File: config.mk
export PLATFORM = sky130hd
export DESIGN_NAME = out_byte_uart_tx_flat
export DESIGN_NICKNAME = d
export VERILOG_FILES = /design/src/rtl/out_byte_uart_tx_if.sv /design/src/rtl/out_byte_uart_tx.sv /design/src/flat_wrapper.sv
export SDC_FILE = /design/constraint.sdc
export NUM_CORES = 1
export LEC_CHECK = 0
export BUFFER_PORTS_ARGS = -buffer_cell sky130_fd_sc_hd__clkbuf_2
export CAP_MARGIN = 15
export CORE_MARGIN = 2
export CORE_UTILIZATION = 29
export CTS_BUF_LIST = sky130_fd_sc_hd__clkbuf_8 sky130_fd_sc_hd__clkbuf_16
export CTS_CLUSTER_DIAMETER = 200
export DETAILED_ROUTE_END_ITERATION = 16
export MAX_ROUTING_LAYER = met4
export SLEW_MARGIN = 20
export SYNTH_ARGS = -nofsm -noshare
export SYNTH_HDL_FRONTEND = slang
export SYNTH_SLANG_ARGS = --single-unit
File: constraint.sdc
create_clock -name clk_i -period 3.84 [get_ports clk_i]
set_input_delay 0.192 -clock clk_i [delete_from_list [all_inputs] [get_ports clk_i]]
set_output_delay 0.192 -clock clk_i [all_outputs]
set_load 0.1 [all_outputs]
File: src/rtl/out_byte_uart_tx_if.sv
// out_byte_uart_tx_if: bundle between the CPU byte port and the UART transmitter.
//   byte_i/byte_en_i  byte strobe from the CPU store path
//   clr_overflow_i    clears the sticky overflow flag
//   txd_o             UART line, idle high
//   busy_o            FIFO non-empty or frame in flight
//   fifo_level_o      bytes currently buffered, 0..2**FIFO_AW
//   overflow_o        sticky: a strobed byte was dropped on a full FIFO
interface out_byte_uart_tx_if #(
    parameter int FIFO_AW = 4
);
    logic [7:0]       byte_i;
    logic             byte_en_i;
    logic             clr_overflow_i;
    logic             txd_o;
    logic             busy_o;
    logic [FIFO_AW:0] fifo_level_o;
    logic             overflow_o;

    modport slave (
        input  byte_i, byte_en_i, clr_overflow_i,
        output txd_o, busy_o, fifo_level_o, overflow_o
    );

    modport master (
        output byte_i, byte_en_i, clr_overflow_i,
        input  txd_o, busy_o, fifo_level_o, overflow_o
    );
endinterface

File: src/rtl/out_byte_uart_tx.sv
// out_byte_uart_tx: FIFO-buffered 8N1/8N2 UART transmitter fed by the CPU byte port.
//   clk_i  system clock, rising edge
//   rst_i  asynchronous active-high reset; aborts any frame and flushes the FIFO
//   bus    out_byte_uart_tx_if.slave (byte strobe in, line and status out)
module out_byte_uart_tx #(
    parameter int CLKS_PER_BIT = 434,
    parameter int FIFO_AW      = 4,
    parameter int STOP_BITS    = 1,
    parameter bit INVERT_IN    = 1'b1
) (
    input  logic              clk_i,
    input  logic              rst_i,
    out_byte_uart_tx_if.slave bus
);
    localparam int                DEPTH     = 2 ** FIFO_AW;
    localparam int                BW        = $clog2(CLKS_PER_BIT);
    localparam logic [BW-1:0]     BAUD_LAST = BW'(CLKS_PER_BIT - 1);
    localparam logic [2:0]        STOP_LAST = 3'(STOP_BITS - 1);
    localparam logic [FIFO_AW:0]  FULL      = (FIFO_AW + 1)'(DEPTH);

    typedef enum logic [1:0] {S_IDLE, S_START, S_DATA, S_STOP} state_t;

    state_t             r_state, w_state_nxt;
    logic [BW-1:0]      r_baud, w_baud_nxt;
    logic [2:0]         r_bit, w_bit_nxt;
    logic [7:0]         r_shift, w_shift_nxt;
    logic               r_txd, w_txd_nxt;
    logic               r_busy, w_busy_nxt;
    logic               r_ovf;
    logic [7:0]         r_mem [DEPTH];
    logic [FIFO_AW-1:0] r_wr_ptr, r_rd_ptr;
    logic [FIFO_AW:0]   r_level, w_level_nxt;
    logic               w_pop, w_full, w_push, w_drop, w_baud_done;
    logic [7:0]         w_wdata;

    assign w_pop       = (r_state == S_IDLE) && (r_level != '0);
    assign w_full      = r_level == FULL;
    // A full FIFO still accepts a byte when the head leaves in the same cycle.
    assign w_push      = bus.byte_en_i && (!w_full || w_pop);
    assign w_drop      = bus.byte_en_i && w_full && !w_pop;
    assign w_level_nxt = r_level + (FIFO_AW + 1)'(w_push) - (FIFO_AW + 1)'(w_pop);
    assign w_wdata     = INVERT_IN ? ~bus.byte_i : bus.byte_i;
    assign w_baud_done = r_baud == BAUD_LAST;

    // txd is registered from the current state, so the line trails the state by one cycle.
    always_comb begin
        w_state_nxt = r_state;
        w_baud_nxt  = w_baud_done ? '0 : r_baud + 1'b1;
        w_bit_nxt   = r_bit;
        w_shift_nxt = r_shift;
        w_txd_nxt   = 1'b1;
        case (r_state)
            S_IDLE: begin
                w_baud_nxt = '0;
                if (w_pop) begin
                    w_state_nxt = S_START;
                    w_shift_nxt = r_mem[r_rd_ptr];
                end
            end
            S_START: begin
                w_txd_nxt = 1'b0;
                if (w_baud_done) begin
                    w_state_nxt = S_DATA;
                    w_bit_nxt   = '0;
                end
            end
            S_DATA: begin
                w_txd_nxt = r_shift[0];
                if (w_baud_done) begin
                    w_shift_nxt = {1'b0, r_shift[7:1]};
                    w_state_nxt = (r_bit == 3'd7) ? S_STOP : S_DATA;
                    w_bit_nxt   = (r_bit == 3'd7) ? 3'd0 : r_bit + 3'd1;
                end
            end
            default: begin
                // bit_cnt is reused to count stop bits
                if (w_baud_done) begin
                    w_state_nxt = (r_bit == STOP_LAST) ? S_IDLE : S_STOP;
                    w_bit_nxt   = (r_bit == STOP_LAST) ? 3'd0 : r_bit + 3'd1;
                end
            end
        endcase
        w_busy_nxt = (w_state_nxt != S_IDLE) || (w_level_nxt != '0);
    end

    always_ff @(posedge clk_i or posedge rst_i) begin
        if (rst_i) begin
            r_state  <= S_IDLE;
            r_baud   <= '0;
            r_bit    <= '0;
            r_shift  <= '0;
            r_txd    <= 1'b1;
            r_busy   <= 1'b0;
            r_ovf    <= 1'b0;
            r_wr_ptr <= '0;
            r_rd_ptr <= '0;
            r_level  <= '0;
        end else begin
            r_state  <= w_state_nxt;
            r_baud   <= w_baud_nxt;
            r_bit    <= w_bit_nxt;
            r_shift  <= w_shift_nxt;
            r_txd    <= w_txd_nxt;
            r_busy   <= w_busy_nxt;
            r_ovf    <= w_drop ? 1'b1 : (bus.clr_overflow_i ? 1'b0 : r_ovf);
            r_wr_ptr <= w_push ? r_wr_ptr + 1'b1 : r_wr_ptr;
            r_rd_ptr <= w_pop ? r_rd_ptr + 1'b1 : r_rd_ptr;
            r_level  <= w_level_nxt;
        end
    end

    // Storage needs no reset: the pointers define what is valid.
    always_ff @(posedge clk_i) begin
        if (w_push) r_mem[r_wr_ptr] <= w_wdata;
    end

    assign bus.txd_o        = r_txd;
    assign bus.busy_o       = r_busy;
    assign bus.fifo_level_o = r_level;
    assign bus.overflow_o   = r_ovf;
endmodule
File: src/flat_wrapper.sv
// flat-port wrapper written by rule: the top's interface ports become plain ports
module out_byte_uart_tx_flat 
#(
    parameter int CLKS_PER_BIT = 434,
    parameter int FIFO_AW      = 4,
    parameter int STOP_BITS    = 1,
    parameter bit INVERT_IN    = 1'b1
)
  (clk_i, rst_i, bus_byte_i, bus_byte_en_i, bus_clr_overflow_i, bus_txd_o, bus_busy_o, bus_fifo_level_o, bus_overflow_o);
  out_byte_uart_tx_if #(.FIFO_AW(FIFO_AW)) bus_i ();
  input  logic clk_i;
  input  logic rst_i;
  input wire logic [$bits(bus_i.byte_i)-1:0] bus_byte_i;
  input wire logic [$bits(bus_i.byte_en_i)-1:0] bus_byte_en_i;
  input wire logic [$bits(bus_i.clr_overflow_i)-1:0] bus_clr_overflow_i;
  output wire logic [$bits(bus_i.txd_o)-1:0] bus_txd_o;
  output wire logic [$bits(bus_i.busy_o)-1:0] bus_busy_o;
  output wire logic [$bits(bus_i.fifo_level_o)-1:0] bus_fifo_level_o;
  output wire logic [$bits(bus_i.overflow_o)-1:0] bus_overflow_o;
  assign bus_i.byte_i = bus_byte_i;
  assign bus_i.byte_en_i = bus_byte_en_i;
  assign bus_i.clr_overflow_i = bus_clr_overflow_i;
  assign bus_txd_o = bus_i.txd_o;
  assign bus_busy_o = bus_i.busy_o;
  assign bus_fifo_level_o = bus_i.fifo_level_o;
  assign bus_overflow_o = bus_i.overflow_o;
  out_byte_uart_tx #(.CLKS_PER_BIT(CLKS_PER_BIT), .FIFO_AW(FIFO_AW), .STOP_BITS(STOP_BITS), .INVERT_IN(INVERT_IN)) u_core (.clk_i(clk_i), .rst_i(rst_i), .bus(bus_i));
endmodule
==> qor.yml <==
post-route-period-util: 0.798
cts_root_buffer: "clkbuf_16"
rows: 56
placed_area_um2: 7430
power_density_nw_per_um2: 591
grt_max_degree: 39
post_cts_buffers: 0
seq_power_share: 0.466
grtUsageTotal: 0.113
tightest_slew_ns: 1.01
antenna_found_initial: 0
setup_viol: 0
numPortBuffers: 19
ys.flop_type: "edfxtp_1"
synthArstFlopShare: 0.229
fmax_ghz: 0.326
vdd_ir_drop_max_mv: 0.482
drt-initial-drc-count: 249
internal_power_uw: 3390
htree_levels: 4
finalClockSkew_ns: 0.0110
final_area_um2: 8080
via_count: 3663
p_switching_uw: 1380
clockBufferDepth: 2
hold_class: "in -> reg"
drt-total-wl_mm: 13.1
die_h_um: 159
via_per_inst: 4.63
worstSetupEndpointType: "flop"
post-route-min-period_ns: 3.07
grt_pass1_vias: 3793
clock_latency_ns: 0.43
drc_errors: 0
synth_cell_type_count: 40
start_util: 0.296
syn_area_per_cell_um2: 16.2
num_io_pins: 20
die_x_um: 159
worst-path-max-fanout: 7
synth_cells: 430
drv_slew: 0
ant_nets: 0
tns_ns: 0
gp_congestion: 0.751
synth_seq_cells: 166
cts_num_sinks: 166
dieArea_um2: 25300
switching_share: 0.290
clockPowerShare: 0.375
area_delta_synth_final_pct: 15.9
nets: 493
drtPass1Iterations: 4
syn_nets: 463
yosysSeqAreaShare: 0.688
maxCapViolCount: 0
cts_made_buffers: 17
path_clk_slew_ns: 0.06
yosysWarnings: 0
required_ns: 4.14
wl_per_cell_um: 16.6
cts_hold_buf: 3
synthesis.area_um2: 6970
place_ws_ns: 0.739
max_slew_margin: 0.327
cp-startpoint: "u_core.bus.fifo_level_o[2]$_DFF_PP0_"
stdcell_count: 792
cts_resized: 0
p_comb_frac: 0.160
grt.overflow.total: 0
place_hpwl_mm: 8.87
cp.arrival_ns: 3.36
worst_slack_ns: 0.774
core_um2: 23500
dp.cells: 757
power_leakage_uw: 0.00293
synth-edff-count: 128
antenna_cells: 0
hold_start: "bus_byte_i[3]"
timing.critical_path.from_type: "flop"
rsz0062_at_grt: "false"
status: "completed"
hold_viol_final: 0
drive_above_1_share: 0.180
grt_pass1_wl_mm: 21.2
criticalPathCategory: "reg -> reg"
tritoncts: "done"
r2r_start: "u_core.bus.fifo_level_o[2]$_DFF_PP0_"
[synthesized netlist by cell type (2+ instances only)]
cell type | instances | area [um2]
and2_1 | 3 | 18.8
nor2b_1 | 5 | 31.3
xor2_1 | 6 | 52.6
nand4_1 | 3 | 18.8
a21oi_1 | 31 | 155
nor3_1 | 6 | 30.0
buf_6 | 3 | 33.8
nand3b_1 | 2 | 15.0
nor2_1 | 37 | 139
a31oi_1 | 2 | 12.5
buf_1 | 4 | 15.0
mux4_2 | 24 | 541
nand2_1 | 14 | 52.6
nand3_1 | 5 | 25.0
inv_1 | 28 | 105
a21o_1 | 2 | 15.0
clkbuf_1 | 9 | 33.8
buf_2 | 2 | 10.0
o21ai_0 | 4 | 20.0
xnor2_1 | 11 | 96.3
ha_1 | 20 | 250
edfxtp_1 | 128 | 3840
o22ai_1 | 2 | 12.5
nand4b_1 | 2 | 17.5
nand2b_1 | 5 | 31.3
dfrtp_1 | 37 | 926
mux4_1 | 9 | 236
a22oi_1 | 14 | 105
[cells in the final DEF, fill, tap and decap left out, drive strengths merged]
cell type,count
a2bb2oi,1
o21bai,1
buf,8
bufinv,3
and4bb,1
and4b,1
edfxtp,128
nand3,5
xnor2,11
ha,20
clkbuf,36
nor2b,5
nand4b,2
dfstp,1
o21ai,5
xor2,6
a22oi,14
nor2,37
o22ai,2
and2,3
dlygate4sd3,3
mux4,33
mux2,1
nand2b,5
nor4,1
inv,34
dfrtp,37
nor3,6
clkinvlp,2
nor4b,1
nand3b,2
clkinv,4
a21o,2
nand4,3
o211ai,1
fa,1
nand2,14
a31oi,2
a21oi,31
[power by group through the flow]
stage / logic (uW) / clock network (uW) / registers [uW]
5_1_grt: 835 / 1880 / 2240
3_5_place_dp: 769 / 0 / 2260
3_3_place_gp: 745 / 0 / 2250
2_1_floorplan: 405 / 0 / 2430
4_1_cts: 776 / 1820 / 2230
6_report: 762 / 1790 / 2230
[per-stage QoR]
step / total power, uW / hold WS, ns / utilization
after floorplan: 2830 / 0.300 / -
after global placement: 2990 / 0.305 / 0.316
after detailed placement: 3030 / 0.317 / 0.316
after CTS: 4820 / 0.246 / 0.343
after global routing: 4950 / 0.285 / 0.343
final: 4780 / 0.258 / 0.343
[per-layer routing]
metal  vias up  GRT usage  part of all wire
met1      1888      0.139              0.45
met5         -          -                 0
met3        17     0.0260             0.036
met2        73      0.179              0.49
li1       1685          -                 -
met4         0     0.0455             0.017
[worst paths after layout]
path / to / slack [ns] / cells after the start
setup / recovery: u_core.bus.busy_o$_DFF_PP0_ / 0.77 / 13
hold / removal: u_core.r_mem[4][3]$_DFFE_PP_ / 0.26 / 2
setup reg to reg: u_core.bus.busy_o$_DFF_PP0_ / 0.77 / 13
hold reg to reg: u_core.r_baud[0]$_DFF_PP0_ / 0.51 / 1
max in group asynchronous: u_core.bus.txd_o$_DFF_PP1_ / 3.09 / 4
min in group asynchronous: u_core.r_baud[2]$_DFF_PP0_ / 0.40 / 4
[critical path: stages, from the launching register on]
cell and delay [ns]:
dfrtp_1 0.39, inv_1 0.09, ha_1 0.17, nor4b_1 0.45, nor2b_1 0.26, ha_1 0.34
inv_1 0.04, ha_1 0.20, fa_1 0.41, a21oi_1 0.17, o21bai_1 0.08, xnor2_1 0.14
nor2_1 0.09, nand4b_1 0.10
[layout make-up]
class | count | area (um2)
repair buffers | 30 | 185
multi-input cells | 217 | 1970
fillers | 2244 | 15500
clock inverters | 15 | 198
well taps | 319 | 399
flip-flops and latches | 166 | 4800
inverters | 28 | 105
clock buffers | 17 | 425
[state kept, by name (all words and copies together) (netlist names)]
name,flops
u_core.r_wr_ptr,4
u_core.r_state,2
u_core.r_bit,3
u_core.bus.txd_o,1
u_core.r_mem,128
u_core.r_rd_ptr,4
u_core.bus.fifo_level_o,5
u_core.r_baud,9
u_core.bus.busy_o,1
u_core.r_shift,8
u_core.bus.overflow_o,1
[kinds of logic (layout without fill, tap and decap cells)]
logic type | count (synthesis) | count (layout) | share of synthesized area
AO/OA/AOI/OAI | 59 | 59 | 0.0501
XOR/XNOR | 17 | 17 | 0.0213
adder cells (fa/ha/maj) | 21 | 21 | 0.0388
buffers and inverters | 47 | 90 | 0.0294
flip-flops | 166 | 166 | 0.688
multiplexers | 34 | 34 | 0.113
AND/OR/NAND/NOR | 86 | 86 | 0.0597
No activity file was read; power rests on OpenSTA's default activity.
